==> src/rtl/boot_sequencer_pkg.sv <==
// Shared definitions for the boot sequencer: FSM state encoding, error
// codes and default geometry of the program RAM it fills.
package boot_sequencer_pkg;

  localparam int DEF_DATA_W = 8;   // RAM word / stream byte width
  localparam int DEF_ADDR_W = 5;   // RAM address width
  localparam int DEF_DEPTH  = 32;  // RAM words, also the longest legal image

  typedef enum logic [2:0] {
    IDLE,
    LOAD,
    WRITE,
    RD,
    CMP,
    DONE,
    ERROR
  } seqState_e;

  localparam logic [1:0] ERR_NONE  = 2'd0;
  localparam logic [1:0] ERR_LEN   = 2'd1;
  localparam logic [1:0] ERR_SUM   = 2'd2;
  localparam logic [1:0] ERR_ABORT = 2'd3;

endpackage

==> src/rtl/boot_checksum.sv <==
// Wrapping accumulator used for both the write-side and read-side checksums.
//   clk     : rising-edge clock
//   reset   : synchronous active-low reset, clears the sum
//   clear   : clears the sum (wins over addEn)
//   addEn   : adds addData into the sum this cycle
//   addData : value to accumulate
//   sum     : current sum modulo 2^DATA_W
module boot_checksum
  import boot_sequencer_pkg::*;
#(
  parameter int DATA_W = DEF_DATA_W
) (
  input  logic              clk,
  input  logic              reset,
  input  logic              clear,
  input  logic              addEn,
  input  logic [DATA_W-1:0] addData,
  output logic [DATA_W-1:0] sum
);

  // NOTE: state registers are written with <= so every flop samples the
  // pre-edge values of its neighbours; a blocking = here would create
  // order-dependent simulation that no longer matches the netlist.
  always_ff @(posedge clk) begin
    if (!reset) begin
      sum <= '0;
    end else if (clear) begin
      sum <= '0;
    end else if (addEn) begin
      sum <= sum + addData;  // wraps naturally at DATA_W bits
    end
  end

endmodule

==> src/rtl/boot_sequencer.sv <==
// Boot sequencer: owns the external program RAM while the CPU is held,
// streams an image into it over valid/ready, reads it back to verify a
// running checksum, then releases the CPU with a one-cycle start pulse.
//   clk, reset            : rising-edge clock, synchronous active-low reset
//   start, abort          : begin a load / cancel an active operation
//   load_len              : image length in bytes, legal 1..DEPTH
//   in_data/valid/ready   : byte stream handshake
//   mem_addr/wdata/we/re  : RAM port driven by the sequencer
//   mem_rdata             : RAM read data, valid the cycle after mem_re
//   cpu_hold, cpu_start   : CPU hold level and release pulse
//   busy, done, error     : state flags
//   err_code              : ERR_NONE / ERR_LEN / ERR_SUM / ERR_ABORT
//   checksum              : sum of accepted bytes
module boot_sequencer
  import boot_sequencer_pkg::*;
#(
  parameter int DATA_W = DEF_DATA_W,
  parameter int ADDR_W = DEF_ADDR_W,
  parameter int DEPTH  = DEF_DEPTH
) (
  input  logic              clk,
  input  logic              reset,
  input  logic              start,
  input  logic              abort,
  input  logic [ADDR_W:0]   load_len,
  input  logic [DATA_W-1:0] in_data,
  input  logic              in_valid,
  output logic              in_ready,
  output logic [ADDR_W-1:0] mem_addr,
  output logic [DATA_W-1:0] mem_wdata,
  output logic              mem_we,
  output logic              mem_re,
  input  logic [DATA_W-1:0] mem_rdata,
  output logic              cpu_hold,
  output logic              cpu_start,
  output logic              busy,
  output logic              done,
  output logic              error,
  output logic [1:0]        err_code,
  output logic [DATA_W-1:0] checksum
);

  localparam logic [ADDR_W:0] MAX_LEN = (ADDR_W + 1)'(DEPTH);

  seqState_e         state, stateNext;
  logic [ADDR_W:0]   lenReg;
  logic [ADDR_W-1:0] wcnt, rcnt;
  logic [DATA_W-1:0] byteReg;
  logic [DATA_W-1:0] wsum, rsum, rsumFinal;
  logic [1:0]        errCode, errNext;
  logic              startPulse;

  logic clrAll, acceptByte, wcntInc, rcntClr, rcntInc, rsumAdd, errLoad;
  logic lenLegal, lastWrite, lastRead;

  // Counters are ADDR_W bits; comparing against len-1 one bit wider lets a
  // full DEPTH-byte image finish at address DEPTH-1 without wrapping.
  assign lenLegal  = (load_len != '0) && (load_len <= MAX_LEN);
  assign lastWrite = ({1'b0, wcnt} == lenReg - 1'b1);
  assign lastRead  = ({1'b0, rcnt} == lenReg - 1'b1);
  // The final compare uses the sum including the byte arriving this cycle.
  assign rsumFinal = rsum + mem_rdata;

  always_ff @(posedge clk) begin
    if (!reset) state <= IDLE;
    else        state <= stateNext;
  end

  // NOTE: every signal driven here gets a default before the case so no
  // path leaves it unassigned; otherwise synthesis infers a latch.
  always_comb begin
    stateNext  = state;
    clrAll     = 1'b0;
    acceptByte = 1'b0;
    wcntInc    = 1'b0;
    rcntClr    = 1'b0;
    rcntInc    = 1'b0;
    rsumAdd    = 1'b0;
    errLoad    = 1'b0;
    errNext    = ERR_NONE;

    case (state)
      IDLE, DONE, ERROR: begin
        if (start) begin
          if (lenLegal) begin
            clrAll    = 1'b1;
            stateNext = LOAD;
          end else begin
            errLoad   = 1'b1;
            errNext   = ERR_LEN;
            stateNext = ERROR;
          end
        end
      end
      LOAD, WRITE, RD, CMP: begin
        if (abort) begin
          // Abort wins over the handshake and the write of this cycle.
          errLoad   = 1'b1;
          errNext   = ERR_ABORT;
          stateNext = ERROR;
        end else begin
          case (state)
            LOAD: begin
              if (in_valid) begin
                acceptByte = 1'b1;
                stateNext  = WRITE;
              end
            end
            WRITE: begin
              if (lastWrite) begin
                rcntClr   = 1'b1;
                stateNext = RD;
              end else begin
                wcntInc   = 1'b1;
                stateNext = LOAD;
              end
            end
            RD: stateNext = CMP;
            default: begin  // CMP
              rsumAdd = 1'b1;
              if (lastRead) begin
                if (rsumFinal == wsum) begin
                  stateNext = DONE;
                end else begin
                  errLoad   = 1'b1;
                  errNext   = ERR_SUM;
                  stateNext = ERROR;
                end
              end else begin
                rcntInc   = 1'b1;
                stateNext = RD;
              end
            end
          endcase
        end
      end
      default: stateNext = IDLE;
    endcase
  end

  // NOTE: the program RAM lives outside this block and is deliberately not
  // cleared on reset; only the sequencer's own control registers are.
  always_ff @(posedge clk) begin
    if (!reset) begin
      lenReg     <= '0;
      wcnt       <= '0;
      rcnt       <= '0;
      byteReg    <= '0;
      errCode    <= ERR_NONE;
      startPulse <= 1'b0;
    end else begin
      if (clrAll) begin
        lenReg  <= load_len;
        wcnt    <= '0;
        rcnt    <= '0;
        errCode <= ERR_NONE;
      end
      if (acceptByte) byteReg <= in_data;
      if (wcntInc)    wcnt    <= wcnt + 1'b1;
      if (rcntClr)    rcnt    <= '0;
      if (rcntInc)    rcnt    <= rcnt + 1'b1;
      if (errLoad)    errCode <= errNext;
      // High only for the first cycle spent in DONE.
      startPulse <= (stateNext == DONE) && (state != DONE);
    end
  end

  boot_checksum #(.DATA_W(DATA_W)) u_wsum (
    .clk     (clk),
    .reset   (reset),
    .clear   (clrAll),
    .addEn   (acceptByte),
    .addData (in_data),
    .sum     (wsum)
  );

  boot_checksum #(.DATA_W(DATA_W)) u_rsum (
    .clk     (clk),
    .reset   (reset),
    .clear   (clrAll),
    .addEn   (rsumAdd),
    .addData (mem_rdata),
    .sum     (rsum)
  );

  // Outputs decode the state register; abort only masks the write strobe.
  assign in_ready  = (state == LOAD);
  assign mem_we    = (state == WRITE) && !abort;
  assign mem_re    = (state == RD);
  assign mem_addr  = (state == WRITE) ? wcnt :
                     (state == RD)    ? rcnt : '0;
  assign mem_wdata = (state == WRITE) ? byteReg : '0;
  assign cpu_hold  = (state != DONE);
  assign cpu_start = startPulse;
  assign busy      = (state == LOAD) || (state == WRITE) ||
                     (state == RD)   || (state == CMP);
  assign done      = (state == DONE);
  assign error     = (state == ERROR);
  assign err_code  = errCode;
  assign checksum  = wsum;

endmodule

==> config.mk <==
export PLATFORM = sky130hd
export DESIGN_NAME = boot_sequencer
export DESIGN_NICKNAME = d
export VERILOG_FILES = /design/src/rtl/boot_sequencer_pkg.sv /design/src/rtl/boot_checksum.sv /design/src/rtl/boot_sequencer.sv
export SDC_FILE = /design/constraint.sdc
export NUM_CORES = 1
export LEC_CHECK = 0
export CAP_MARGIN = 20
export CELL_PAD_IN_SITES_DETAIL_PLACEMENT = 1
export CELL_PAD_IN_SITES_GLOBAL_PLACEMENT = 2
export CORE_ASPECT_RATIO = 1.2
export CORE_MARGIN = 5
export CORE_UTILIZATION = 33
export CTS_CLUSTER_DIAMETER = 200
export DETAILED_ROUTE_END_ITERATION = 16
export PLACE_DENSITY_LB_ADDON = 0.1
export REMOVE_ABC_BUFFERS = 1
export SLEW_MARGIN = 0
export SYNTH_ARGS = -nofsm -noshare
export SYNTH_HDL_FRONTEND = slang
export SYNTH_SLANG_ARGS = --single-unit
==> constraint.sdc <==
create_clock -name clk -period 6 [get_ports clk]
set_input_delay 0.6 -clock clk [delete_from_list [all_inputs] [get_ports clk]]
set_output_delay 0.6 -clock clk [all_outputs]
set_load 0.02 [all_outputs]
==> flow_summary.json <==
{
  "power.clock.fraction_pct": 23.7,
  "critical_path_at_ns": 2.81,
  "number_of_enable_type_register_cells_in_the_synthesized_netlist": 0,
  "worst_slew_margin_rel_pct": 41.7,
  "timing.fmax_ghz": 0.293,
  "drt-total-wl_mm": 10.3,
  "syn-instance-count": 423,
  "synth.mux.area_fraction_pct": 0,
  "crit_path_capture_type": "output pin",
  "yosys.area_share.xor_xnor_pct": 9.41,
  "clkSinkCount": 46,
  "final_max_slew_viol_count": 0,
  "grt_pass1_wl_mm": 17.3,
  "area_share_of_fa_ha_maj_cells_after_synthesis_pct": 7.57,
  "synth_simple_gate_area_share_pct": 24.4,
  "synth_seq_cells": 46,
  "share_of_layout_cells_above_drive_strength_1_pct": 5.54,
  "timing.reg2reg.worst_path_depth": 6,
  "grt_start_max_net_pins": 22,
  "async_sr_flop_fraction_pct": 0,
  "cp_max_fo": 12,
  "postLayoutSetupSlackWorst_ns": 2.59,
  "power.share.sequential_pct": 33.5,
  "io-pin-count": 58,
  "drt-vias-per-instance": 5.43,
  "route.detailed.drc": 0,
  "finalWeightedCongestion": 0.811,
  "setup_slack_placement_ns": 2.63,
  "grt-ovfl-total": 0,
  "final_antenna_diode_count": 0,
  "finalSetupViolations": 0,
  "layout.nets": 514,
  "final-hold-violation-count": 0,
  "clock_tree.root_cell": "sky130_fd_sc_hd__clkbuf_16",
  "detail-route-antenna-nets": 0,
  "synth.cell_area_um2": 3340,
  "die_area_um2": 12200,
  "dr.first_iter.drc_count": 44,
  "worst-r2r-setup-slack_ns": 3.32,
  "clk_pin_slew_worst_paths_ns": 0.07,
  "buf_inv_on_cp": 2,
  "tightestPinTransition_ns": 0.868,
  "static-leakage-power_nw": 1.48,
  "ys.warnings.count": 0,
  "post_cts_resize_count": 0,
  "chipWidth_um": 102,
  "regToRegStartpoint": "state[2]",
  "critical-path-max-stage-delay_ns": 0.81,
  "internal_power_uw": 705,
  "critical_path.reg2reg.endpoint": "wcnt[2]",
  "grt.total_usage_pct": 17.5,
  "power.share.switching_pct": 40.2,
  "yosys_most_used_dff": "sky130_fd_sc_hd__dfxtp_1",
  "port_buffers": 57,
  "detailroute.via_count": 3232,
  "power.switching_uw": 474,
  "holdBufCountCts": 0,
  "synth_cell_types": 65,
  "final.hold.worst_slack_ns": 0.450,
  "die-height_um": 120,
  "power.density_cell_area_nw_per_um2": 284,
  "status": "finished clean",
  "timing.final.crit_share_pct": 56.8,
  "hold_end": "byteReg[1]",
  "worstHoldPathCells": 2,
  "timing.critical_path.from": "abort",
  "grt_pass1_vias": 3394,
  "post_cts_buffers": 0,
  "combPwrFrac_pct": 42.8,
  "clkLatencyLatePin_ns": 0.29,
  "maxCapViolCount": 0,
  "clock-skew-final_ns": 0.00898,
  "antenna_found_initial": 0,
  "cp_common_cell": "sky130_fd_sc_hd__clkdlybuf4s50_1",
  "critical_path.startpoint_type": "input port",
  "placement_rows": 40,
  "cts_buffers": 5,
  "min_period_ns": 3.41,
  "required_ns": 5.40,
  "ctsLongestPathBuffers": 2,
  "min_path_type": "reg -> reg",
  "worstHoldStart": "byteReg[1]",
  "cts_tree": "done",
  "rsz0062_at_grt": "no",
  "detail_route.wl_per_cell_um": 17.2,
  "setup.worst_path.class": "in -> out",
  "cp_slowest_cell": "sky130_fd_sc_hd__nor3_1",
  "syn_avg_cell_area_um2": 7.89,
  "initial_utilization_pct": 33.5,
  "share_of_the_synthesized_area_in_compound_gates_ao_oa_aoi_oai_pct": 26.5,
  "detailed_place_hpwl_mm": 7.77,
  "detailedRoute.firstPassIterationCount": 4,
  "crit_family": "buffers and inverters",
  "path_cells": "clkdlybuf4s50_1, nor3_1, clkdlybuf4s50_1",
  "tns_setup_ns": 0,
  "filler_cell_count": 1210,
  "main_combinational_cell_family_by_area_after_synthesis": "compound AO/OA/AOI/OAI gates",
  "worst_vdd_rail_ir_drop_mv": 0.136,
  "seq_area_frac_synth_pct": 27.6,
  "clock_tree.htree_level_count": 2,
  "placeableCoreArea_um2": 9960,
  "synth_to_final_area_change_pct": 24.2
}
[worst max-delay path by stage]
stage	to	depth (start not counted)	slack [ns]
2_1_floorplan	err_code[0]	8	3.38
3_3_place_gp	mem_we	3	2.64
3_5_place_dp	mem_we	3	2.63
4_1_cts	mem_addr[0]	5	2.53
5_1_grt	mem_we	3	2.52
6_report	mem_we	3	2.59
[flip-flops by register name (all words and copies together), names as in the netlist]
| signal | cells |
|---|---|
| state | 3 |
| u_rsum.sum | 8 |
| lenReg | 6 |
| err_code | 2 |
| cpu_start | 1 |
| byteReg | 8 |
| wcnt | 5 |
| rcnt | 5 |
| u_wsum.sum | 8 |
[cells by family after synthesis]
family,after synthesis
and+or+nand+nor,161
buffers and inverters,38
DFF,46
adders and majority gates,19
xor gates and xnor gates,31
AOI/OAI and AO/OA,128
[cells in the final DEF, fill, tap and decap left out, types with 3 or more instances in the layout]
cell type and instances:
sky130_fd_sc_hd__o21ai_0 18, sky130_fd_sc_hd__dfxtp_1 46, sky130_fd_sc_hd__o21a_1 3, sky130_fd_sc_hd__nor3b_1 6
sky130_fd_sc_hd__xor2_1 7, sky130_fd_sc_hd__a21o_1 4, sky130_fd_sc_hd__and3_1 3, sky130_fd_sc_hd__o22ai_1 3
sky130_fd_sc_hd__nor4_1 3, sky130_fd_sc_hd__a31oi_1 3, sky130_fd_sc_hd__nor3_1 7, sky130_fd_sc_hd__a22o_1 5
sky130_fd_sc_hd__nand3_1 12, sky130_fd_sc_hd__clkdlybuf4s50_1 57, sky130_fd_sc_hd__a311oi_2 3, sky130_fd_sc_hd__nor2_1 29
sky130_fd_sc_hd__nand2b_1 5, sky130_fd_sc_hd__or3_1 5, sky130_fd_sc_hd__a21oi_1 43, sky130_fd_sc_hd__and2_1 9
sky130_fd_sc_hd__nor2b_1 5, sky130_fd_sc_hd__o21bai_1 4, sky130_fd_sc_hd__clkbuf_16 5, sky130_fd_sc_hd__xnor2_1 21
sky130_fd_sc_hd__o211ai_1 4, sky130_fd_sc_hd__nand2_1 60, sky130_fd_sc_hd__a211oi_1 13, sky130_fd_sc_hd__ha_1 17
sky130_fd_sc_hd__inv_1 16, sky130_fd_sc_hd__a41oi_1 3
[per-stage QoR]
stage / util [%] / instances / power [mW] / instance area [um^2]
final: 41.6 / 595 / 1.18 / 4150
after floorplan: - / 402 / 0.728 / 3250
after CTS: 41.5 / 594 / 1.19 / 4140
after global routing: 41.6 / 595 / 1.26 / 4150
after detailed placement: 40.1 / 586 / 0.904 / 4000
after global placement: 40.1 / 586 / 0.897 / 4000
[synth_stat cells, types with 5 or more instances]
cell | instances | share of area [%]
sky130_fd_sc_hd__a22o_1 | 5 | 1.3
sky130_fd_sc_hd__clkbuf_1 | 16 | 1.8
sky130_fd_sc_hd__nor2_1 | 29 | 3.3
sky130_fd_sc_hd__nand3_1 | 12 | 1.8
sky130_fd_sc_hd__nor3b_1 | 6 | 1.3
sky130_fd_sc_hd__xnor2_1 | 21 | 5.5
sky130_fd_sc_hd__a21oi_1 | 43 | 6.4
sky130_fd_sc_hd__o21ai_0 | 18 | 2.7
sky130_fd_sc_hd__or3_1 | 5 | 0.94
sky130_fd_sc_hd__xor2_1 | 7 | 1.8
sky130_fd_sc_hd__nand2_1 | 60 | 6.7
sky130_fd_sc_hd__nand2b_1 | 5 | 0.94
sky130_fd_sc_hd__dfxtp_1 | 46 | 28
sky130_fd_sc_hd__ha_1 | 17 | 6.4
sky130_fd_sc_hd__a211oi_1 | 13 | 2.9
sky130_fd_sc_hd__nor3_1 | 7 | 1.0
sky130_fd_sc_hd__and2_1 | 9 | 1.7
sky130_fd_sc_hd__nor2b_1 | 5 | 0.94
sky130_fd_sc_hd__inv_1 | 16 | 1.8
[area by class of cell]
class / count / area [um^2] / share of cell area [%]
Tap cell: 126 / 158 / 3.80
Multi-Input combinational cell: 339 / 2270 / 54.8
Timing Repair Buffer: 59 / 586 / 14.1
Clock buffer: 6 / 129 / 3.11
Inverter: 17 / 66.3 / 1.60
Sequential cell: 46 / 921 / 22.2
Clock inverter: 2 / 13.8 / 0.332
[metal layers]
| layer | track usage, % | wire length [um] | vias up |
|---|---|---|---|
| met4 | 4.24 | 152 | 0 |
| met1 | 22.9 | 4680 | 1561 |
| met2 | 29.5 | 5070 | 49 |
| met5 | 0 | 0 | - |
| met3 | 3.02 | 357 | 10 |
| li1 | - | - | 1612 |
[power groups by stage]
| stage | clock network, mW | logic (mW) | registers [mW] |
|---|---|---|---|
| 5_1_grt | 0.302 | 0.557 | 0.404 |
| 3_5_place_dp | 0 | 0.501 | 0.403 |
| 6_report | 0.279 | 0.505 | 0.395 |
| 2_1_floorplan | 0 | 0.333 | 0.395 |
| 4_1_cts | 0.288 | 0.505 | 0.396 |
| 3_3_place_gp | 0 | 0.494 | 0.403 |
[tightest hold or removal path, stage by stage (launching register included)]
cell	delay [ns]
sky130_fd_sc_hd__dfxtp_1	0.31
sky130_fd_sc_hd__nand2_1	0.05
sky130_fd_sc_hd__a21oi_1	0.05
Power figures use the tool's default switching activity.
